File: src/rtl/tpu_cmd_pkg.sv
// tpu_cmd_pkg: command word layout, packed command type and issuer state
// encoding, shared by tpu_cmd_issuer and the control_unit decode path.
package tpu_cmd_pkg;

    localparam int CMD_WIDTH  = 64;
    localparam int CMD_DIM_W  = 8;
    localparam int CMD_ADDR_W = 10;

    localparam int CMD_M_LSB = 0;
    localparam int CMD_K_LSB = 8;
    localparam int CMD_N_LSB = 16;
    localparam int CMD_A_LSB = 24;
    localparam int CMD_B_LSB = 34;
    localparam int CMD_C_LSB = 44;
    localparam int CMD_D_LSB = 54;

    // True when the offsets above tile the command word contiguously.
    localparam bit CMD_LAYOUT_OK =
        (CMD_K_LSB == CMD_M_LSB + CMD_DIM_W) &&
        (CMD_N_LSB == CMD_K_LSB + CMD_DIM_W) &&
        (CMD_A_LSB == CMD_N_LSB + CMD_DIM_W) &&
        (CMD_B_LSB == CMD_A_LSB + CMD_ADDR_W) &&
        (CMD_C_LSB == CMD_B_LSB + CMD_ADDR_W) &&
        (CMD_D_LSB == CMD_C_LSB + CMD_ADDR_W) &&
        (CMD_D_LSB + CMD_ADDR_W == CMD_WIDTH);

    // Packed tile command; first member lands in the MSBs.
    typedef struct packed {
        logic [CMD_ADDR_W-1:0] d;
        logic [CMD_ADDR_W-1:0] c;
        logic [CMD_ADDR_W-1:0] b;
        logic [CMD_ADDR_W-1:0] a;
        logic [CMD_DIM_W-1:0]  n;
        logic [CMD_DIM_W-1:0]  k;
        logic [CMD_DIM_W-1:0]  m;
    } tpu_cmd_t;

    typedef enum logic [1:0] {
        ST_IDLE  = 2'd0,
        ST_ISSUE = 2'd1,
        ST_DRAIN = 2'd2
    } issuer_state_t;

    // A tile dimension is legal when it is non-zero and fits the array.
    function automatic logic dim_legal(input logic [CMD_DIM_W-1:0] dim,
                                       input logic [CMD_DIM_W-1:0] max_dim);
        return (dim != '0) && (dim <= max_dim);
    endfunction

endpackage

File: src/rtl/tpu_credit_counter.sv
// tpu_credit_counter: up/down count of issued-but-not-retired tiles.
// Saturates at MAX_OUTSTANDING and floors at zero; a retire seen at zero
// raises the sticky spurious_done flag, which clears only on reset.
module tpu_credit_counter #(
    parameter int MAX_OUTSTANDING = 4,
    localparam int CW = $clog2(MAX_OUTSTANDING + 1)
) (
    input  logic          clk,
    input  logic          rst,
    input  logic          inc,
    input  logic          dec,
    output logic [CW-1:0] count,
    output logic [CW-1:0] count_next,
    output logic          spurious_done
);

    localparam logic [CW-1:0] MAX_CNT = CW'(MAX_OUTSTANDING);

    // Next count: simultaneous issue and retire cancel out.
    always_comb begin
        // NOTE: default assignment first so every path drives count_next and no latch is inferred.
        count_next = count;
        if (inc && !dec) begin
            if (count != MAX_CNT) count_next = count + 1'b1;
        end else if (dec && !inc) begin
            if (count != '0) count_next = count - 1'b1;
        end
    end

    // Count register and sticky spurious-retire flag.
    always_ff @(posedge clk or posedge rst) begin
        if (rst) begin
            count         <= '0;
            spurious_done <= 1'b0;
        end else begin
            count <= count_next;
            if (dec && (count == '0)) spurious_done <= 1'b1;
        end
    end

endmodule

File: src/rtl/tpu_cmd_issuer.sv
// tpu_cmd_issuer: accepts one GEMM job descriptor and expands it into a
// stream of packed 64-bit tile commands, throttled by retire credits.
// Optional build macro CMD_ISSUER_PERF_EN adds three performance counters.
module tpu_cmd_issuer
    import tpu_cmd_pkg::*;
#(
    parameter int ADDR_WIDTH           = 10,
    parameter int SYSTOLIC_ARRAY_WIDTH = 16,
    parameter int MAX_OUTSTANDING      = 4,
    localparam int OW = $clog2(MAX_OUTSTANDING + 1)
) (
    input  logic                  clk,
    input  logic                  rst,
    input  logic                  job_valid,
    output logic                  job_ready,
    input  logic [7:0]            job_tiles,
    input  logic [7:0]            job_m,
    input  logic [7:0]            job_k,
    input  logic [7:0]            job_n,
    input  logic [ADDR_WIDTH-1:0] job_a_base,
    input  logic [ADDR_WIDTH-1:0] job_b_base,
    input  logic [ADDR_WIDTH-1:0] job_c_base,
    input  logic [ADDR_WIDTH-1:0] job_d_base,
    input  logic [ADDR_WIDTH-1:0] job_a_stride,
    input  logic [ADDR_WIDTH-1:0] job_b_stride,
    input  logic [ADDR_WIDTH-1:0] job_c_stride,
    input  logic [ADDR_WIDTH-1:0] job_d_stride,
    input  logic                  job_abort,
    output logic                  cmd_valid,
    output logic [63:0]           cmd_data,
    input  logic                  cmd_ready,
    input  logic                  done_irq,
    output logic                  job_done,
    output logic                  job_aborted,
    output logic                  job_err,
    output logic [OW-1:0]         outstanding,
    output logic                  spurious_done
`ifdef CMD_ISSUER_PERF_EN
   ,output logic [31:0]           perf_job_cycles,
    output logic [31:0]           perf_stall_ready,
    output logic [31:0]           perf_stall_credit
`endif
);

    // Address fields in the command word are fixed at 10 bits.
    generate
        if (ADDR_WIDTH != CMD_ADDR_W || !CMD_LAYOUT_OK || $bits(tpu_cmd_t) != CMD_WIDTH) begin : g_bad_layout
            $error("tpu_cmd_issuer: ADDR_WIDTH must be 10 to match the command word layout");
        end
        if (MAX_OUTSTANDING < 1) begin : g_bad_credit
            $error("tpu_cmd_issuer: MAX_OUTSTANDING must be at least 1");
        end
    endgenerate

    localparam logic [OW-1:0] MAX_CNT = OW'(MAX_OUTSTANDING);
    localparam logic [7:0]    MAX_DIM = 8'(SYSTOLIC_ARRAY_WIDTH);

    issuer_state_t         state;
    logic [7:0]            remaining;
    logic [7:0]            dim_m, dim_k, dim_n;
    logic [ADDR_WIDTH-1:0] a_addr, b_addr, c_addr, d_addr;
    logic [ADDR_WIDTH-1:0] a_stride, b_stride, c_stride, d_stride;
    logic                  aborted;
    logic                  handshake;
    logic                  abort_now;
    logic                  job_legal;
    logic                  accept;
    logic [OW-1:0]         credit_next;
    tpu_cmd_t              cmd_word;

    assign handshake   = cmd_valid && cmd_ready;
    assign abort_now   = aborted || job_abort;
    assign job_legal   = (job_tiles != 8'd0) && dim_legal(job_m, MAX_DIM) &&
                         dim_legal(job_k, MAX_DIM) && dim_legal(job_n, MAX_DIM);
    assign accept      = (state == ST_IDLE) && job_valid && job_legal;
    assign job_aborted = aborted;

    tpu_credit_counter #(
        .MAX_OUTSTANDING (MAX_OUTSTANDING)
    ) u_credit (
        .clk           (clk),
        .rst           (rst),
        .inc           (handshake),
        .dec           (done_irq),
        .count         (outstanding),
        .count_next    (credit_next),
        .spurious_done (spurious_done)
    );

    // The command word is always the current tile's fields.
    assign cmd_word = '{d: d_addr, c: c_addr, b: b_addr, a: a_addr,
                        n: dim_n, k: dim_k, m: dim_m};
    assign cmd_data = cmd_word;

    // Strides are only read after a job has been accepted, so they need no reset.
    always_ff @(posedge clk) begin
        if (accept) begin
            a_stride <= job_a_stride;
            b_stride <= job_b_stride;
            c_stride <= job_c_stride;
            d_stride <= job_d_stride;
        end
    end

    // Issuer FSM with registered handshake and status outputs.
    always_ff @(posedge clk or posedge rst) begin
        if (rst) begin
            state     <= ST_IDLE;
            job_ready <= 1'b1;
            cmd_valid <= 1'b0;
            job_done  <= 1'b0;
            job_err   <= 1'b0;
            aborted   <= 1'b0;
            remaining <= '0;
            // NOTE: address and dimension registers are reset because they drive cmd_data directly.
            dim_m     <= '0;
            dim_k     <= '0;
            dim_n     <= '0;
            a_addr    <= '0;
            b_addr    <= '0;
            c_addr    <= '0;
            d_addr    <= '0;
        end else begin
            // NOTE: non-blocking assignments so every branch reads the pre-edge state.
            job_done <= 1'b0;
            job_err  <= 1'b0;
            case (state)
                ST_IDLE: begin
                    if (job_valid && !job_legal) begin
                        job_err <= 1'b1;
                    end else if (accept) begin
                        state     <= ST_ISSUE;
                        job_ready <= 1'b0;
                        aborted   <= 1'b0;
                        remaining <= job_tiles;
                        dim_m     <= job_m;
                        dim_k     <= job_k;
                        dim_n     <= job_n;
                        a_addr    <= job_a_base;
                        b_addr    <= job_b_base;
                        c_addr    <= job_c_base;
                        d_addr    <= job_d_base;
                        cmd_valid <= (credit_next < MAX_CNT);
                    end
                end
                ST_ISSUE: begin
                    if (job_abort) aborted <= 1'b1;
                    if (handshake) begin
                        remaining <= remaining - 8'd1;
                        a_addr    <= a_addr + a_stride;
                        b_addr    <= b_addr + b_stride;
                        c_addr    <= c_addr + c_stride;
                        d_addr    <= d_addr + d_stride;
                    end
                    if (handshake && (remaining == 8'd1)) begin
                        state     <= ST_DRAIN;
                        cmd_valid <= 1'b0;
                    end else if (cmd_valid && !cmd_ready) begin
                        // A presented word is held until it is taken, even under abort.
                        cmd_valid <= 1'b1;
                    end else if (abort_now) begin
                        state     <= ST_DRAIN;
                        cmd_valid <= 1'b0;
                    end else begin
                        cmd_valid <= (credit_next < MAX_CNT);
                    end
                end
                ST_DRAIN: begin
                    if (job_abort) aborted <= 1'b1;
                    if (outstanding == '0) begin
                        state     <= ST_IDLE;
                        job_done  <= 1'b1;
                        job_ready <= 1'b1;
                    end
                end
                default: begin
                    state     <= ST_IDLE;
                    job_ready <= 1'b1;
                    cmd_valid <= 1'b0;
                end
            endcase
        end
    end

`ifdef CMD_ISSUER_PERF_EN
    // Performance counters: cleared on acceptance, frozen while idle.
    always_ff @(posedge clk or posedge rst) begin
        if (rst) begin
            perf_job_cycles   <= '0;
            perf_stall_ready  <= '0;
            perf_stall_credit <= '0;
        end else if (accept) begin
            perf_job_cycles   <= '0;
            perf_stall_ready  <= '0;
            perf_stall_credit <= '0;
        end else if (state != ST_IDLE) begin
            perf_job_cycles <= perf_job_cycles + 32'd1;
            if (cmd_valid && !cmd_ready) perf_stall_ready <= perf_stall_ready + 32'd1;
            if ((state == ST_ISSUE) && !aborted && (outstanding == MAX_CNT))
                perf_stall_credit <= perf_stall_credit + 32'd1;
        end
    end
`endif

endmodule

File: config.mk
export PLATFORM = sky130hd
export DESIGN_NAME = tpu_cmd_issuer
export DESIGN_NICKNAME = d
export VERILOG_FILES = /design/src/rtl/tpu_cmd_pkg.sv /design/src/rtl/tpu_credit_counter.sv /design/src/rtl/tpu_cmd_issuer.sv
export SDC_FILE = /design/constraint.sdc
export NUM_CORES = 1
export LEC_CHECK = 0
export ABC_AREA = 1
export BUFFER_PORTS_ARGS = -buffer_cell sky130_fd_sc_hd__buf_2
export CAP_MARGIN = 10
export CORE_ASPECT_RATIO = 1.75
export CORE_MARGIN = 2
export CORE_UTILIZATION = 28
export CTS_BUF_LIST = sky130_fd_sc_hd__clkbuf_2
export DETAILED_ROUTE_END_ITERATION = 7
export GPL_ROUTABILITY_DRIVEN = 0
export HOLD_SLACK_MARGIN = 0.08
export PLACE_DENSITY = 0.58
export SKIP_LAST_GASP = 1
export SLEW_MARGIN = 25
export SYNTH_ARGS = -nofsm -noshare
export SYNTH_HDL_FRONTEND = slang
export SYNTH_HIERARCHICAL = 1
export SYNTH_SLANG_ARGS = --single-unit
export TNS_END_PERCENT = 1
File: constraint.sdc
create_clock -name clk -period 4.6 [get_ports clk]
set_clock_uncertainty 0.15 [all_clocks]
set_input_delay 0.46 -clock clk [delete_from_list [all_inputs] [get_ports clk]]
set_output_delay 0.46 -clock clk [all_outputs]
set_load 0.03 [all_outputs]
### Word-level counts from Yosys, hierarchy flattened

Index checks and enable logic that the tools add are counted.

* register bits: 123
* input port bits: 118

* add/sub/neg operators: 7
* magnitude comparators: 4
* equal/unequal tests: 11
* multiplexer cells: 47
* bitwise logic cells: 3
* reductions and logical operators: 36

Operators with widths (number)
* 2-to-1 mux 10 bit: 12
* case mux 10 bit (2 select lines): 4
* adder 10 bit: 4
* nonzero test 8 bit: 4
* less-or-equal comparator 8 x 5 -> 1 bit (second input constant): 3
* 2-to-1 mux 8 bit: 3
* case mux 8 bit (2 select lines): 1
* logical AND 1 bit: 15
* 2-to-1 mux 1 bit: 13
* 2-to-1 mux 2 bit: 6
* 2-to-1 mux 3 bit: 4
* AND reduction 4 bit: 3
* inequality test 3 bit (second input constant): 3
* equality test 8 x 1 -> 1 bit (second input constant): 1
* inequality test 2 bit (second input constant): 4
* subtractor 8 x 1 -> 8 bit (second input constant): 1
* case mux 1 bit (3 select lines): 2
* case mux 2 bit (3 select lines): 1
* AND reduction 3 bit: 2
* AND reduction 5 bit: 1
* zero test 1 bit: 4
* nonzero test 2 bit: 2
* adder 3 x 1 -> 3 bit (second input constant): 1
* zero test 3 bit: 1
* other kinds (11): 13

### Logic depth before layout (Yosys ltp)

* depth after elaboration: 10
* depth in mapped cells: 13
* mapped depth without buffers: 12

### Cells and area by module

Netlist, hierarchy kept.

By module, submodules not included
* tpu_cmd_issuer: instances 1, cells an instance 829, area each 6950.4 um^2, sequential area each 3179.3 um^2
* tpu_credit_counter: instances 1, cells an instance 48, area each 311.5 um^2, sequential area each 100.1 um^2

### Worst setup path after synthesis

Ideal clock, no wire load.

* path type: input to register
* start: input port job_n[3]
* end: register a_stride[0], enable pin
* library setup time: 0.395 ns
* arrival time: 1.866 ns
* slack: 2.190 ns
* cell stages on the path: 8
* buffers on the path: 0
* cell sequence: nor2_1 nand3_1 nand2_1 inv_1 nor2_2 and2_1 nand3_1 inv_1

* word-level cells in the longest chain between the ends: 4
* elaborated cells between the ends (all ways): 5

RTL lines
* from (decl): line tpu_cmd_issuer.sv:19 `input logic [7:0] job_n,`
* less-or-equal comparator 8 x 5 -> 1 bit / nonzero test 8 bit (equally long branches): line tpu_cmd_pkg.sv:47 `return (dim != '0) && (dim <= max_dim);`
* logical AND 1 bit *: line tpu_cmd_pkg.sv:47
* logical AND 1 bit *: line tpu_cmd_issuer.sv:74 `dim_legal(job_k, MAX_DIM) && dim_legal(job_n, MAX_DIM);`
* logical AND 1 bit *: line tpu_cmd_issuer.sv:75 `assign accept = (state == ST_IDLE) && job_valid && job_legal;`
* net accept: line tpu_cmd_issuer.sv:67 `logic accept;`
* to (signal assigned): line tpu_cmd_issuer.sv:98 `a_stride <= job_a_stride;`
* to (decl): line tpu_cmd_issuer.sv:62 `logic [ADDR_WIDTH-1:0] a_stride, b_stride, c_stride, d_stride;`

Mark *: on every way through the listed nets, which the timed path passes. The rest lies on a longest branch.
A chain may end at the register's enable or synchronous reset.

### Worst setup path in the final report

* start: register state[0]
* end: register b_addr[4]

* word-level cells in the longest chain between the ends: 5
* elaborated cells between the ends (all ways): 10

RTL lines
* from (decl): line tpu_cmd_issuer.sv:58 `issuer_state_t state;`
* from (signal assigned): line tpu_cmd_issuer.sv:108 `state <= ST_IDLE;`
* from (signal assigned): line tpu_cmd_issuer.sv:132 `state <= ST_ISSUE;`
* from (signal assigned): line tpu_cmd_issuer.sv:156 `state <= ST_DRAIN;`
* zero test 2 bit: line tpu_cmd_issuer.sv:75, tpu_cmd_issuer.sv:127
* logical AND 1 bit (2 in a row): line tpu_cmd_issuer.sv:75
* inequality test 2 bit (no line)
* AND reduction 4 bit (no line)
* to (signal assigned): line tpu_cmd_issuer.sv:140 `b_addr <= job_b_base;`
* to (signal assigned): line tpu_cmd_issuer.sv:151 `b_addr <= b_addr + b_stride;`
* to (decl): line tpu_cmd_issuer.sv:61 `logic [ADDR_WIDTH-1:0] a_addr, b_addr, c_addr, d_addr;`

Parallel ways exist; a longest one is shown, timed or not.

==> results.rst <==
.. list-table::
   :header-rows: 1

   * - Metric
     - Value
   * - Worst ir drop on vdd
     - 0.0003156 V
   * - Total power density per cell area
     - 550.3 mW/mm^2
   * - Final period utilization
     - 0.6339
   * - Synth top cells by count
     - nand2_1, dfrtp_1, nor2_1
   * - Kind of cell adding the most delay to the critical path
     - simple AND/OR/NAND/NOR gates
   * - Effective utilization at floorplan
     - 0.2819
   * - Worst setup slack after layout
     - 1684 ps
   * - Largest fanout of any net on the critical path
     - 74
   * - Residual DRC count
     - 0
   * - Clock latency reported for the late side of the worst-skew pair
     - 800 ps
   * - Total wire length
     - 21.99 mm
   * - Cell count after placement
     - 1368
   * - CTS tree
     - done
   * - Leading cell types by total area after synthesis
     - dfrtp_1, edfxtp_1, nand2_1
   * - Required time at the endpoint of the critical path
     - 5100 ps
   * - Hold-critical path depth
     - 2
   * - Clk root buf
     - clkbuf_2
   * - Count of TritonRoute iterations in the first routing pass
     - 5
   * - Die area
     - 0.02729 sq mm
   * - Type of the tightest min-delay check
     - primary input to flip-flop
   * - Static Leakage
     - 5.149 nW
   * - Largest net degree at the start of global routing
     - 75
   * - Min Clock Period, post-route
     - a little under 3000 ps
   * - Slowest stage cell, crit path
     - nand2_4
   * - Sink of the worst hold path
     - a_stride[7]
   * - Placed cell areas
     - 0.008496 sq mm
   * - Worst setup timing slack at the placement stage
     - 1538 ps
   * - CTS buffer count
     - 17
   * - Synthesis-stage register bit count
     - 123
   * - Number of maximum-capacitance violations
     - 0
   * - Finished Cell Area
     - 0.009913 sq mm
   * - Worst relative slew slack
     - 0.3690
   * - Fraction of layout cells with a size suffix above 1
     - 0.2165
   * - Cell type with the largest total area after synthesis
     - dfrtp_1
   * - Number of global-route vias before repair
     - 7040
   * - Synthesized instance count
     - 877
   * - Total vias in the final route
     - 6937
   * - Final total power
     - 5.455 mW
   * - Post-synthesis to final-layout area growth
     - 36.51%
   * - Floorplan row count
     - 78
   * - Reg2reg end
     - b_addr[4]
   * - Number of gates resized after cts
     - 0
   * - Max Transition Viols Final
     - 0
   * - Number of antenna violations at the first check in global routing
     - 2
   * - WL per Instance
     - between 10 and 15 um
   * - Count of unique library cells instantiated by Yosys
     - 40
   * - Worst hold-check slack
     - 222.4 ps
   * - Initial drt markers
     - 227
   * - Die height
     - 217.0 um
   * - Number of nets in the layout
     - roughly 1.4k
   * - Final cell utilization of the core
     - 0.3848
   * - Non-filler cells in the finished layout
     - between 1.5k and 2k
   * - First-pass GRT wire length
     - 34.65 mm
   * - Most frequent cell after synthesis
     - nand2_1
   * - Number of endpoints with negative hold slack in the final report
     - 0
   * - Worst-margin pin slew
     - 946.4 ps
   * - Worst reg2reg startpoint
     - state[0]
   * - Mean post-synth cell area
     - 8.280 sq um
   * - Worst Setup Start Kind
     - flip-flop
   * - Total global routing track utilization
     - 0.1635
   * - Layout filler cell count
     - 2646
   * - Clock-pin slew on the worst setup and hold paths
     - 210 ps
   * - Worst Path Arrival
     - 3420 ps
   * - Setup Total Neg Slack
     - 0 ps
   * - Max frequency
     - 342.9 MHz
   * - GRT overflow
     - 0
   * - Worst setup slack for register-to-register paths
     - 1680 ps
   * - Unrepaired setup endpoints after global routing
     - false
   * - Launch point of the worst hold path
     - job_a_stride[7]
   * - Total stage count of the critical path
     - 9
   * - Maximum clock insertion buffer count
     - 2
   * - Slowest stage delay, CP
     - 500 ps
   * - Number of routed nets with antenna violations
     - 0
   * - Number of enable flip-flop cells after synthesis
     - 40
   * - Final-report setup violation count
     - 0
   * - Dominant synthesized flop cell
     - dfrtp_1
   * - Number of buffers and inverters on the critical path
     - 2
   * - Share of the synthesized area in the top cell type
     - 0.2826
   * - Half-perimeter wire length after placement
     - 15.45 mm
   * - Post-Syn Nets
     - roughly 1.0k
   * - Count of synthesis-stage warnings from yosys
     - 6
   * - Drt via density
     - ~4.6
   * - Total number of H-tree levels
     - 4
   * - FFs w/ async S/R, synth
     - 0.6748
   * - Depth of the worst register-to-register path
     - 9
   * - Run status
     - completed
   * - IO Pins
     - 191
   * - Core Box Area
     - 0.02576 sq mm
   * - Worst-path cell chain
     - inv_1 -> ha_1 -> nand2_1 -> inv_1 -> nand3_2 -> nand2_4 -> nand2_4 -> nand2_1 -> o21ai_2
   * - Port Buf Inserts
     - 190
   * - Worst setup path class
     - flip-flop to flip-flop
   * - Nature of the critical path endpoint
     - flip-flop
   * - Sequential area share after synthesis
     - 0.4516
   * - Area of the mapped netlist
     - 0.007262 sq mm
   * - Die width
     - around 130 um
   * - CTS Sinks
     - 123
[per-layer routing]
layer	track usage	vias to the layer above	part of all wire
li1	-	3486	-
met1	0.1564	3226	0.35
met2	0.3186	171	0.56
met3	0.03245	54	0.037
met4	0.09304	0	0.045
met5	0	-	0
[logic make-up (layout without fill, tap and decap cells)]
group / count (synthesis) / after routing / synth area share
adder cells (fa/ha/maj): 49 / 49 / 0.08856
AO/OA/AOI/OAI: 87 / 87 / 0.07564
XOR/XNOR: 17 / 17 / 0.02050
multiplexers: 21 / 21 / 0.02895
AND/OR/NAND/NOR: 484 / 484 / 0.2755
other: 0 / 2 / 0
flip-flops: 123 / 123 / 0.4516
buffers and inverters: 96 / 420 / 0.05927
[flip-flops by register name (all words and copies together), names as in the netlist, 10 cells and up]
name / cells
a_addr: 10
d_stride: 10
c_stride: 10
d_addr: 10
c_addr: 10
b_addr: 10
a_stride: 10
b_stride: 10
[how the worst max path moves through the flow]
stage | startpoint | to | slack [ps]
floorplan | rst | a_addr[0] | 1970
finish | state[0] | b_addr[4] | 1680
global route | state[0] | c_addr[3] | 1350
global placement | job_n[1] | c_addr[4] | 1650
CTS | state[0] | b_addr[4] | 1600
detailed placement | job_n[1] | remaining[2] | 1540
[layout make-up]
| cell class | count | area (sq um) | area share |
|---|---|---|---|
| diodes | 2 | 5.005 | 0.0005049 |
| clock buffers | 19 | 95.09 | 0.009592 |
| clock inverters | 13 | 105.1 | 0.01060 |
| inverters | 73 | 276.5 | 0.02789 |
| multi-input cells | 658 | 3560 | 0.3591 |
| flip-flops and latches | 123 | 3279 | 0.3308 |
| well taps | 320 | 400.4 | 0.04039 |
| repair buffers | 315 | 2192 | 0.2211 |
[power breakdown]
group	internal, mW	leakage (nW)	switching, mW	total (mW)
sequential	1.39	1.37	0.240	1.63
clock	0.192	0.119	0.449	0.640
combinational	1.13	3.66	2.05	3.18
[cell usage in the layout, fill, tap and decap left out, drive strengths merged]
cell,instances
nor2,76
buf,194
nand4,14
clkinvlp,5
a21oi,30
o21ai,38
o211ai,1
and2,1
nand3b,10
inv,70
edfxtp,40
o31ai,1
dfrtp,82
o21bai,1
a21o,4
a21boi,1
mux2i,21
clkinv,10
o21a,4
fa,4
nand3,59
dfstp,1
nand2,320
diode,2
ha,45
o22ai,2
or2,4
xor2,13
xnor2,4
a31oi,5
dlygate4sd3,121
clkbuf,19
bufinv,1
[worst reg2reg max path: cells and delay by family, from the launching register on]
kind | cells | cell delay (ps)
compound gates | 1 | 70
fa+ha+maj | 1 | 390
buf+inv | 2 | 200
flops | 1 | 450
simple gates | 5 | 1520
[repair_timing]
action,in CTS,in global routing
setup buffers,0,0
hold buffers,121,0
hold endpoints to repair,158,0
Note: power is estimated with default switching activity, not from simulation.
